[src/rtl/bool_lut_eval.sv]
// Clocked, reprogrammable N-input boolean function held as a truth table.
// Includes a self-test sweep that reads back every table entry and counts minterms.
module bool_lut_eval #(
  parameter int N_IN = 3,
  localparam int TT_W = 2 ** N_IN,
  parameter logic [TT_W-1:0] DEF_TT = 8'h57
) (
  input  logic            i_clk,
  input  logic            i_rst_n,
  input  logic            i_in_valid,
  input  logic [N_IN-1:0] i_in_vec,
  output logic            o_out_valid,
  output logic            o_y,
  input  logic            i_cfg_we,
  input  logic [TT_W-1:0] i_cfg_tt,
  output logic            o_cfg_err,
  input  logic            i_sweep_start,
  output logic            o_sweep_busy,
  output logic            o_sweep_done,
  output logic [N_IN:0]   o_sweep_count,
  output logic [TT_W-1:0] o_sweep_tt
);

  typedef enum logic [1:0] {
    S_IDLE,
    S_RUN,
    S_DONE
  } state_t;

  state_t            r_state;
  logic [TT_W-1:0]   r_tt;
  logic              r_y;
  logic              r_out_valid;
  logic              r_cfg_err;
  logic [N_IN-1:0]   r_idx;
  logic [N_IN:0]     r_cnt;
  logic [TT_W-1:0]   r_shadow;
  logic [N_IN:0]     r_sweep_count;
  logic [TT_W-1:0]   r_sweep_tt;
  logic              r_busy;
  logic              r_done;

  logic              w_bit;
  logic [N_IN:0]     w_cnt_next;
  logic [TT_W-1:0]   w_shadow_next;
  logic              w_cfg_blocked;

  assign w_bit         = r_tt[r_idx];
  assign w_cnt_next    = r_cnt + {{N_IN{1'b0}}, w_bit};
  assign w_cfg_blocked = (r_state == S_RUN);

  always_comb begin
    w_shadow_next        = r_shadow;
    w_shadow_next[r_idx] = w_bit;
  end

  // Evaluation reads the table before any same-edge write, so a racing
  // configuration only affects inputs sampled from the following edge on.
  always_ff @(posedge i_clk or negedge i_rst_n) begin
    if (!i_rst_n) begin
      r_tt        <= DEF_TT;
      r_y         <= 1'b0;
      r_out_valid <= 1'b0;
      r_cfg_err   <= 1'b0;
    end else begin
      r_out_valid <= i_in_valid;
      if (i_in_valid) begin
        r_y <= r_tt[i_in_vec];
      end
      r_cfg_err <= i_cfg_we && w_cfg_blocked;
      if (i_cfg_we && !w_cfg_blocked) begin
        r_tt <= i_cfg_tt;
      end
    end
  end

  // busy/done are registered from the state, so they trail it by one edge.
  always_ff @(posedge i_clk or negedge i_rst_n) begin
    if (!i_rst_n) begin
      r_state       <= S_IDLE;
      r_idx         <= '0;
      r_cnt         <= '0;
      r_shadow      <= '0;
      r_sweep_count <= '0;
      r_sweep_tt    <= '0;
      r_busy        <= 1'b0;
      r_done        <= 1'b0;
    end else begin
      r_busy <= (r_state == S_RUN);
      r_done <= (r_state == S_DONE);
      case (r_state)
        S_IDLE: begin
          r_idx    <= '0;
          r_cnt    <= '0;
          r_shadow <= '0;
          if (i_sweep_start) begin
            r_state <= S_RUN;
          end
        end
        S_RUN: begin
          r_cnt    <= w_cnt_next;
          r_shadow <= w_shadow_next;
          if (&r_idx) begin
            r_idx         <= '0;
            r_state       <= S_DONE;
            r_sweep_count <= w_cnt_next;
            r_sweep_tt    <= w_shadow_next;
          end else begin
            r_idx <= r_idx + 1'b1;
          end
        end
        S_DONE: begin
          r_state <= S_IDLE;
        end
        default: begin
          r_state <= S_IDLE;
        end
      endcase
    end
  end

  assign o_y           = r_y;
  assign o_out_valid   = r_out_valid;
  assign o_cfg_err     = r_cfg_err;
  assign o_sweep_busy  = r_busy;
  assign o_sweep_done  = r_done;
  assign o_sweep_count = r_sweep_count;
  assign o_sweep_tt    = r_sweep_tt;

endmodule

[config.mk]
export PLATFORM = sky130hd
export DESIGN_NAME = bool_lut_eval
export DESIGN_NICKNAME = d
export VERILOG_FILES = /design/src/rtl/bool_lut_eval.sv
export SDC_FILE = /design/constraint.sdc
export NUM_CORES = 1
export LEC_CHECK = 0
export CAP_MARGIN = 20
export CORE_MARGIN = 2
export CORE_UTILIZATION = 40
export CTS_CLUSTER_SIZE = 28
export DETAILED_ROUTE_END_ITERATION = 12
export GPL_TIMING_DRIVEN = 0
export SYNTH_ARGS = -nofsm -noshare
export SYNTH_HDL_FRONTEND = slang
export SYNTH_SLANG_ARGS = --single-unit
[constraint.sdc]
create_clock -name i_clk -period 4.02 [get_ports i_clk]
set_input_delay 0.804 -clock i_clk [delete_from_list [all_inputs] [get_ports i_clk]]
set_output_delay 0.804 -clock i_clk [all_outputs]
set_load 0.05 [all_outputs]
### Word-level counts from Yosys, hierarchy flattened

Cells that the tools add are included.

* add/sub/neg operators: 2
* magnitude comparators: 3
* equality and inequality tests: 4
* muxes and demuxes: 14
* reduce and logical (&&, ||, !) cells: 9

Operators by type and width (count)
* $pmux 8 s2: 1
* $bwmux 8: 1
* $lt 3x4->1 const B: 2
* $pmux 4 s2: 1
* $bmux 1 s3: 2
* $pmux 3 s2: 1
* $add 4x1->4: 1
* $mux 2: 2
* $pmux 2 s2: 1
* $reduce_and 4->1: 1
* $add 3x1->3 const B: 1
* $demux 1 s3: 1
* $ge 3x1->1 const B: 1
* $logic_and 1x1->1: 3
* $mux 1: 3
* $mux 3: 1
* $reduce_and 3->1: 1
* $eq 2x1->1 const B: 1
* $eq 2x2->1 const B: 1
* $logic_not 2->1: 1
* $ne 2x1->1 const B: 1
* $ne 2x2->1 const B: 1
* $reduce_and 2->1: 1
* $reduce_bool 2->1: 1
* $logic_not 1->1: 1

* bits in registers: 42
* output and inout port bits: 17
* logic and storage cells: 44

### Logic depth before layout (Yosys ltp)

* depth in word-level cells: 6
* gate-level depth with buffers: 9
* depth with buffers taken out: 8

### Worst setup path after synthesis

Ideal clock, no wire load.

* path kind: reg-to-reg
* start point: register r_idx[0]
* end point: register r_cnt[3]
* setup time: 0.121 ns
* data arrival time: 1.828 ns
* data required time: 3.899 ns
* slack: 2.072 ns
* cell stages (with the launch flop): 9
* path buffers: 1
* clock period less this slack: 1.948 ns
* path through: dfrtp_1 buf_2 mux2_2 nand3_1 o221ai_1 ha_1 nand3_1 mux2_2 a22o_1

* longest elaborated chain between the ends: 4

RTL lines
* start: declaration: line 35 `logic [N_IN-1:0] r_idx;`
* start signal: assignment: line 109 `r_idx <= r_idx + 1'b1;`
* $bmux 1 s3: line 48 `assign w_bit = r_tt[r_idx];`
* $mux 1 (not written as such): line 48
* $add 4x1->4: line 49 `assign w_cnt_next = r_cnt + {{N_IN{1'b0}}, w_bit};`
* $pmux 4 s2: line 91 `case (r_state)`
* end signal: assignment: line 101 `r_cnt <= w_cnt_next;`
* end: declaration: line 36 `logic [N_IN:0] r_cnt;`

No other way between the ends. The select of a mux whose other input is x is not followed.
A chain may end at the register's enable or synchronous reset.

### Final worst setup path

* start point: register r_sweep_count[2] (netlist: o_sweep_count[2])
* end point: output o_sweep_count[2]

RTL lines
* start: declaration: line 38 `logic [N_IN:0] r_sweep_count;`
* start signal: assignment: line 106 `r_sweep_count <= w_cnt_next;`
* end: declaration: line 20 `output logic [N_IN:0] o_sweep_count,`

No word-level cell between the ends.

==> flow_metrics.tcl <==
set metrics [dict create \
    synth_compound_area_share_pct 12.1 \
    vias 1410 \
    synth_adder_area_share_pct 2.52 \
    ys_seq_area_share_pct 53.2 \
    crit_type "flop to output pin" \
    initial_utilization_pct 41.8 \
    first_pass_iters 4 \
    hold_path.class "flop to flop" \
    netlist_top_cells_area "dfrtp_1 (47%), mux2_2 (8.5%), dfstp_2 (6.6%)" \
    synthFlopType "dfrtp_1" \
    combPwrFrac_pct 50.2 \
    cts_sinks 42 \
    r2r_start "r_idx[0]$_DFFE_PN0P_" \
    p_int_w 0.00121 \
    pre_cts_ws_ns 1.82 \
    area_growth_pct 24.2 \
    r2r_slack_ns 1.80 \
    ctsHoldBuffers 0 \
    power.net_switching_w 0.000885 \
    clock_path_buffers 2 \
    clk_pin_slew_ns 0.08 \
    startpoint_type "flop" \
    synth_top_family_by_area "multiplexers" \
    place.gp.congestion 0.891 \
    die_area_um2 5540 \
    cpPeakStageDelay_ns 0.80 \
    cp.depth 1 \
    antenna_left 0 \
    tightest_slew_ns 0.918 \
    core-area_um2 4750 \
    post-dp-hpwl_um 2980 \
    clkPwrFrac_pct 13.2 \
    syn-cell-area_um2 1990 \
    drive_above_1_share_pct 19.6 \
    die_h_um 74.5 \
    max-cap-violations 0 \
    antenna_found_initial 0 \
    endpoint_kind "output pin" \
    gr-total-overflow 0 \
    route.detailed.drc 0 \
    grt_max_degree 43 \
    power.density_nw_per_um2 851 \
    path_buf_inv 1 \
    synth_most_common_cell "dfrtp_1" \
    period_minus_slack_ns 2.26 \
    swShare_pct 42.2 \
    r2r_end "r_cnt[3]$_DFFE_PN0P_" \
    io_buffers 31 \
    vdd_drop_max_mv 0.304 \
    crit_required_ns 3.22 \
    ctsResizeCount 0 \
    fmax_mhz 443 \
    cp-startpoint "o_sweep_count[2]$_DFFE_PN0P_" \
    postCtsSetupBuffers 0 \
    placed_area_um2 2370 \
    synth-seq-cells 42 \
    rsz0062_at_grt "no" \
    status "complete, no violations" \
    ys_warn_count 0 \
    vias_per_cell 5.11 \
    yosys.area_share.simple_pct 11.7 \
    worstPathCellList "clkdlybuf4s50_1" \
    reg2reg_depth 8 \
    fin_area_um2 2470 \
    cp_top_family "buffers and inverters" \
    synth_common_cells "dfrtp_1 (37), mux2_2 (15), nand2_1 (14)" \
    nFillCells 433 \
    async_flop_share_pct 100 \
    synth-xor-area-share_pct 0.882 \
    fin_ws_ns 1.76 \
    drt-total-wl_um 4160 \
    cts_tree "done" \
    postLayoutCoreUtil_pct 51.9 \
    netlist.area_leader.share_pct 46.6 \
    fin_skew_ns 0.00575 \
    synth_mux_area_share_pct 14.7 \
    synthesis.instances 170 \
    hold_viol 0 \
    sequentialPowerShare_pct 36.6 \
    drtIter0Drc 72 \
    leakage_nw 1.10 \
    timing.final.crit_share_pct 56.2 \
    setup_tns_ns 0 \
    clockRootBuffer "clkbuf_8" \
    syn_nets 190 \
    grt_pass1_wl_um 6810 \
    maxSlewHeadroom_pct 38.8 \
    synth_area_per_cell_um2 11.7 \
    synth_edf_count 0 \
    htree_levels 2 \
    grtUsageTotal_pct 16.4 \
    finalMaxSlewViolations 0 \
    crit_fanout 2 \
    p_total_w 0.00210 \
    cts_made_buffers 5 \
    die_x_um 74.5 \
    ys_types 38 \
    cpMaxStageDelayCell "clkdlybuf4s50_1" \
    ioPinCount 33 \
    fin_nets 228 \
    antenna_cells 0 \
    wl_per_cell_um 15.1 \
    crit_end "o_sweep_count[2]" \
    worstPathArrival_ns 1.45 \
    yosysTopAreaCell "dfrtp_1" \
    finalSetupViolations 0 \
    worstSkewPairLatency_ns 0.29 \
    rows 25 \
    grt_pass1_vias 1384 \
]
how the worst min path moves through the flow:
stage	start	endpoint	slack [ns]	cells after the start
finish	o_sweep_tt[3]$_DFFE_PN0P_	o_sweep_tt[3]$_DFFE_PN0P_	0.48	2
global route	o_sweep_tt[1]$_DFFE_PN0P_	o_sweep_tt[1]$_DFFE_PN0P_	0.50	2
CTS	o_sweep_tt[3]$_DFFE_PN0P_	o_sweep_tt[3]$_DFFE_PN0P_	0.49	2
detailed placement	o_sweep_tt[3]$_DFFE_PN0P_	o_sweep_tt[3]$_DFFE_PN0P_	0.47	2
global placement	o_sweep_tt[3]$_DFFE_PN0P_	o_sweep_tt[3]$_DFFE_PN0P_	0.45	2
floorplan	r_shadow[0]$_DFFE_PN0P_	r_shadow[0]$_DFFE_PN0P_	0.47	2
per-stage QoR:
step | hold WS [ns] | instances
6_report | 0.478 | 276
5_1_grt | 0.502 | 276
4_1_cts | 0.487 | 276
3_5_place_dp | 0.470 | 268
3_3_place_gp | 0.451 | 268
2_1_floorplan | 0.468 | 170
cell families after synthesis:
family                     Yosys count
AOI/OAI and AO/OA                   35
xor gates and xnor gates             2
adders and majority gates            4
buffers and inverters               20
DFF                                 42
muxes                               26
and+or+nand+nor                     41
cells in the final DEF, fill, tap and decap left out, types with 2 or more instances in the layout:
cell and instances:
a21boi_0 2, a21oi_1 5, a22o_1 7, buf_2 7, buf_4 2, clkbuf_1 3, clkbuf_8 6, clkdlybuf4s50_1 30
dfrtp_1 37, dfstp_2 5, ha_1 4, inv_1 8, mux2_2 15, mux2i_1 10, nand2_1 14, nand3_1 4
nand3b_1 4, nand4_1 3, nor2_1 4, nor2b_1 2, o21ai_0 11, o2bb2ai_1 2, o31ai_1 2, o32ai_1 3
or3b_1 3
per-layer routing:
metal | up-vias | part of all wire [%] | track usage (%)
li1 | 681 | - | -
met2 | 24 | 47 | 24.5
met3 | 5 | 2.9 | 4.07
met5 | - | 0 | 0
met1 | 700 | 49 | 23.7
met4 | 0 | 1.1 | 4.76
power by group through the flow:
| stage | Clock, W | Sequential [W] | Combinational [W] |
|---|---|---|---|
| floorplan | 0 | 0.000961 | 0.000552 |
| global placement | 0 | 0.000766 | 0.00103 |
| detailed placement | 0 | 0.000778 | 0.00106 |
| CTS | 0.000289 | 0.000771 | 0.00106 |
| global route | 0.000304 | 0.000797 | 0.00114 |
| finish | 0.000277 | 0.000768 | 0.00105 |
sequential cells by signal, indices dropped and copies added (netlist names):
| register | count |
|---|---|
| o_cfg_err | 1 |
| o_out_valid | 1 |
| o_sweep_busy | 1 |
| o_sweep_count | 4 |
| o_sweep_done | 1 |
| o_sweep_tt | 8 |
| o_y | 1 |
| r_cnt | 4 |
| r_idx | 3 |
| r_shadow | 8 |
| r_state | 2 |
| r_tt | 8 |
layout make-up:
class / instances / area [µm²] / area share [%]
buffer: 11 / 63.8 / 2.59
clock buffer: 7 / 86.3 / 3.50
clock inverter: 1 / 5.00 / 0.203
inverter: 9 / 33.8 / 1.37
multi-input combinational: 108 / 831 / 33.7
sequential: 42 / 1060 / 42.9
tap: 67 / 83.8 / 3.40
timing repair buffer: 31 / 305 / 12.4
worst min-delay path: stages (launching register included):
cell     delay [ns]
dfrtp_1        0.35
nand2_1        0.05
nand2_1        0.05
No activity file was read; power rests on OpenSTA's default activity.
